File: src/rtl/router_arbiter.sv
// Round-robin arbiter and flit mux with packet locking and a registered valid/ready output stage.
// Optional watchdog on stalled locked packets: define ROUTER_ARB_TIMEOUT_EN.
module router_arbiter #(
    parameter int NUM_PORTS      = 4,
    parameter int FLIT_WIDTH     = 64,
    parameter int TIMEOUT_CYCLES = 16
) (
    input  logic                            clk,
    input  logic                            rst_n,
    input  logic [NUM_PORTS-1:0]            req_valid,
    input  logic [NUM_PORTS-1:0]            req_is_head,
    input  logic [NUM_PORTS-1:0]            req_is_tail,
    input  logic [NUM_PORTS*FLIT_WIDTH-1:0] req_flit,
    output logic [NUM_PORTS-1:0]            req_ready,
    output logic                            out_valid,
    output logic [FLIT_WIDTH-1:0]           out_flit,
    output logic [$clog2(NUM_PORTS)-1:0]    out_port_id,
    input  logic                            out_ready,
    output logic                            timeout_err
);

    localparam int PW = $clog2(NUM_PORTS);

    typedef enum logic {IDLE, LOCKED} state_t;

    state_t          state, state_next;
    logic [PW-1:0]   rr_ptr, locked_port, winner, sel;
    logic [PW:0]     scan_idx;
    logic [NUM_PORTS-1:0] cand;
    logic            found, load, accept;

`ifdef ROUTER_ARB_TIMEOUT_EN
    localparam int CW = $clog2(TIMEOUT_CYCLES + 1);
    logic [CW-1:0]   tcnt;
    logic            timeout_fire;
`endif

    // Round-robin scan starting at rr_ptr; only head flits can open a grant.
    always_comb begin
        // NOTE: every variable gets a default before any branch so no latch is inferred.
        cand     = req_valid & req_is_head;
        found    = 1'b0;
        winner   = '0;
        scan_idx = '0;
        for (int k = 0; k < NUM_PORTS; k++) begin
            scan_idx = {1'b0, rr_ptr} + (PW+1)'(k);
            if (scan_idx >= (PW+1)'(NUM_PORTS))
                scan_idx = scan_idx - (PW+1)'(NUM_PORTS);
            if (!found && cand[scan_idx[PW-1:0]]) begin
                found  = 1'b1;
                winner = scan_idx[PW-1:0];
            end
        end
    end

    always_comb begin
        load       = ~out_valid | out_ready;
        state_next = state;
        req_ready  = '0;
        accept     = 1'b0;
        sel        = locked_port;
`ifdef ROUTER_ARB_TIMEOUT_EN
        timeout_fire = 1'b0;
`endif
        case (state)
            IDLE: begin
                sel = winner;
                if (found && load) begin
                    accept            = 1'b1;
                    req_ready[winner] = 1'b1;
                    if (!req_is_tail[winner])
                        state_next = LOCKED;
                end
            end
            LOCKED: begin
                // A stray head on the locked port is forwarded as an ordinary body flit.
                if (req_valid[locked_port] && load) begin
                    accept                 = 1'b1;
                    req_ready[locked_port] = 1'b1;
                    if (req_is_tail[locked_port])
                        state_next = IDLE;
                end
`ifdef ROUTER_ARB_TIMEOUT_EN
                else if (!req_valid[locked_port] && load &&
                         tcnt == CW'(TIMEOUT_CYCLES - 1)) begin
                    state_next   = IDLE;
                    timeout_fire = 1'b1;
                end
`endif
            end
            default: state_next = IDLE;
        endcase
    end

    always_ff @(posedge clk or negedge rst_n) begin
        if (!rst_n) begin
            // NOTE: sequential state uses non-blocking assignments only.
            state       <= IDLE;
            rr_ptr      <= '0;
            locked_port <= '0;
            out_valid   <= 1'b0;
            out_flit    <= '0;
            out_port_id <= '0;
        end else begin
            state <= state_next;
            if (accept && state == IDLE) begin
                locked_port <= winner;
                rr_ptr      <= (winner == PW'(NUM_PORTS - 1)) ? '0 : winner + 1'b1;
            end
            if (load) begin
                out_valid <= accept;
                if (accept) begin
                    out_flit    <= req_flit[sel*FLIT_WIDTH +: FLIT_WIDTH];
                    out_port_id <= sel;
                end
            end
        end
    end

`ifdef ROUTER_ARB_TIMEOUT_EN
    // Counts idle cycles of the locked port; output stalls do not count.
    always_ff @(posedge clk or negedge rst_n) begin
        if (!rst_n) begin
            tcnt        <= '0;
            timeout_err <= 1'b0;
        end else begin
            timeout_err <= timeout_fire;
            if (state != LOCKED || accept || timeout_fire)
                tcnt <= '0;
            else if (!req_valid[locked_port] && load)
                tcnt <= tcnt + 1'b1;
        end
    end
`else
    assign timeout_err = 1'b0;
`endif

endmodule

File: config.mk
export PLATFORM = sky130hd
export DESIGN_NAME = router_arbiter
export DESIGN_NICKNAME = d
export VERILOG_FILES = /design/src/rtl/router_arbiter.sv
export SDC_FILE = /design/constraint.sdc
export NUM_CORES = 1
export LEC_CHECK = 0
export ABC_AREA = 1
export CAP_MARGIN = 10
export CORE_AREA = 2 2 133 135
export DETAILED_ROUTE_END_ITERATION = 10
export DIE_AREA = 0 0 135 137
export PLACE_DENSITY = 0.78
export REMOVE_ABC_BUFFERS = 1
export SLEW_MARGIN = 40
export SYNTH_ARGS = -nofsm -noshare
export SYNTH_HDL_FRONTEND = slang
export SYNTH_SLANG_ARGS = --single-unit
File: constraint.sdc
create_clock -name clk -period 2.5 [get_ports clk]
set_input_delay 0.625 -clock clk [delete_from_list [all_inputs] [get_ports clk]]
set_output_delay 0.625 -clock clk [all_outputs]
set_load 0.02 [all_outputs]
==> results.md <==
* Outcome: complete, but fails checks
* Failing checks: setup timing
* WL per Instance at 15.13 um
* # IOs at 343
* Clock transition at path regs at approximately 0.060 ns
* Sequential share of the synthesized area at 27.63%
* Most common cell on crit path: buf_4
* CTS sink cnt at a little over 70
* Cell Pwr Density at 1587 nW/um^2
* CP Data Required Time at roughly 1.9 ns
* Antenna cells at 0
* I/O Buffers at 341
* Combinational family with the most area after synthesis: simple AND/OR/NAND/NOR gates
* Async SR Flop Fraction at 100.0%
* Data arrival, critical path at 2.11 ns
* Initial Util at 38.23%
* RSZ-0062 raised after global routing: true
* CP peak stage delay at approximately 0.47 ns
* Period utilization at 109.4%
* Pin count of the biggest net entering global routing at slightly above 50
* Routability cong. at around 0.85
* Vias in the first global route at approximately 7900
* DR DRC count at 0
* Number of synthesized flops with an enable pin at 0
* Cell Rows at 48
* Slew margin rel. at 61.85%
* Drt pass-1 iters at 5
* Slew at the pin closest to its max-slew limit at 0.5718 ns
* Via count at approximately 8400
* Clock Root Buffer: clkbuf_16
* Worst-Skew Late Latency at about 0.34 ns
* Num CTS Buffers at 9
* Die footprint at approximately 18000 um^2
* Fin. Hold Viols at 0
* Mux cell area share after synthesis at 0%
* Crit start category: flip-flop
* First-pass GRT wire length at 40150 um
* Fill count at ~1500
* Max Slew Vio Count at 0
* Commonest non-fill, non-tap cell in the layout: nand2_1
* Layout area overhead at 76.48%
* CP max-delay cell: dfrtp_2
* CTS tree: yes
* Initial drt markers at about 420
* Crit path kind: flip-flop to output pin
* Design area at around 12000 um^2
* Grt ovf at 0
* Library cells used by synthesis at 27
* Synth Area in Adders at less than 1%
* Prevailing post-synth register cell: dfrtp_1
* Endpoint class of the critical path: output pin
* DR vias/cell at a little under 5
* Core Footprint at ~17000 um^2
* Max Fanout on Critical Path at 8
* Total Wirelength at between 20000 and 30000 um
* Post-synthesis simple-gate area fraction at 47.54%
* Crit path time final at 2.734 ns
* Mapped cell area at roughly 6500 um^2
* Hold Buf Count CTS at 0
* Initial antenna violation count at 1
* Compound-Gate Fraction of Synth Area at under 10%
* R2R Setup Slk at -0.01 ns
* Mapped Cells at about 1200
* Layout cells sized above 1 at a little over a tenth
* CP delay by family, top: buffers and inverters
* Max-cap violations at 0
* YS warnings at 0
* Die Width at roughly 140 um
* Setup WS post-layout at -0.2343 ns
* Die H at between 100 and 150 um
* CP bufs+invs at 4
* Number of synthesized register bits at slightly above 70
* Placed Area at ~10000 um^2
* Setup Skew at 0.006757 ns
* Final layout net count at roughly 1800
* Mean Syn Cell Area at around 5.6 um^2
* Max Fclk at 0.3657 GHz
* Commonest non-fill, non-tap cells in the layout: 404 x nand2_1, 328 x clkdlybuf4s50_1, 265 x nand3_1, 265 x inv_1, 71 x dfrtp_1
* Critical Path, Cell by Cell: clkinv_4, nand3_2, nand2_2, nand2_2, nand2_4, nor2_4, buf_4, nand3b_1, nand3_2, buf_4, o22ai_1, buf_4
* Worst Hold Class: input pin to asynchronous set/reset pin
* DP HPWL at about 18000 um
* Max IR drop VDD at about 1000 uV
* Tot GR Track Use at between 20% and 30%
* Leakage power at between 6 and 7 nW
* Final core utilization at 67.47%
* H-tree depth at 3
* XOR/XNOR Fraction of Synth Area at 0%
* Longest Clk Path Bufs at 2
* DRT antenna net count at 0
* Final setup fails at 7
==> cell usage after synthesis, drive strengths merged (2+ instances only) <==
library cell / number / area, um^2
nand2: 438 / 1652
inv: 271 / 1017
o21a: 2 / 15.01
nor2: 6 / 37.53
o21ai: 12 / 71.32
clkbuf: 13 / 52.55
nand4: 2 / 12.51
o22ai: 4 / 25.02
a21oi: 2 / 10.01
dfrtp: 72 / 1802
buf: 59 / 396.6
nand3: 276 / 1391
==> report_power, final <==
group	total, mW	internal, mW	switching [mW]
sequential	2.15	1.81	0.335
clock	1.54	1.03	0.509
combinational	14.6	6.54	8.04
total	18.3	9.38	8.89
==> final cells by class <==
class	instances	area [um^2]	area share (%)
inverter	271	1025	8.904
multi-input combinational	748	3501	30.42
clock buffer	11	252.7	2.196
timing repair buffer	419	4543	39.48
sequential	72	1803	15.67
tap	225	281.5	2.446
clock inverter	5	102.6	0.8915
==> path summary, 6_finish.rpt <==
path | startpoint | to | cells after the start
setup reg to reg | rr_ptr[0]$_DFFE_PN0P_ | out_flit[16]$_DFFE_PN0P_ | 20
max in group asynchronous | rst_n | rr_ptr[0]$_DFFE_PN0P_ | 2
min in group clk | out_flit[26]$_DFFE_PN0P_ | out_flit[26]$_DFFE_PN0P_ | 2
hold reg to reg | out_flit[26]$_DFFE_PN0P_ | out_flit[26]$_DFFE_PN0P_ | 2
hold / removal | rst_n | out_flit[23]$_DFFE_PN0P_ | 1
setup / recovery | rr_ptr[0]$_DFFE_PN0P_ | req_ready[0] | 12
==> registers in the layout, indices dropped and copies added, names as in the netlist <==
register / count
locked_port: 2
out_flit: 64
out_valid: 1
state: 1
out_port_id: 2
rr_ptr: 2
==> stage by stage <==
| stage | std cells | setup WS (ns) | hold slack, ns | setup TNS, ns | total power [mW] |
|---|---|---|---|---|---|
| 2_1_floorplan | 1090 | -2.374 | 0.3294 | -155.09 | 8.822 |
| 3_3_place_gp | 1700 | -0.8799 | 0.4623 | -24.22 | 13.74 |
| 3_5_place_dp | 1700 | -0.9395 | 0.4643 | -26.82 | 13.92 |
| 4_1_cts | 1740 | -0.1966 | 0.2246 | -0.9579 | 17.43 |
| 5_1_grt | 1751 | -0.3510 | 0.2390 | -8.455 | 19.69 |
| 6_report | 1751 | -0.2343 | 0.2218 | -0.8287 | 18.27 |
==> repair_timing <==
action,CTS,global route
resized for setup,79,32
gates cloned,8,8
buffers inserted,20,7
setup endpoints to repair,40,70
hold endpoints to repair,0,0
pin swaps,20,12
==> metal layers <==
metal  track usage, %  vias up  share of wire (%)
met1            31.14     3796                 38
met5                0        -              0.064
met4            11.63        2                3.8
li1                 -     4193                  -
met3            7.704       72                8.8
met2            48.96      367                 49
==> cell families after synthesis <==
| family | Yosys count |
|---|---|
| adders and majority gates | 1 |
| AOI/OAI and AO/OA | 22 |
| other | 1 |
| and+or+nand+nor | 723 |
| buffers and inverters | 343 |
| DFF | 72 |
(Power assumes the default switching activity.)
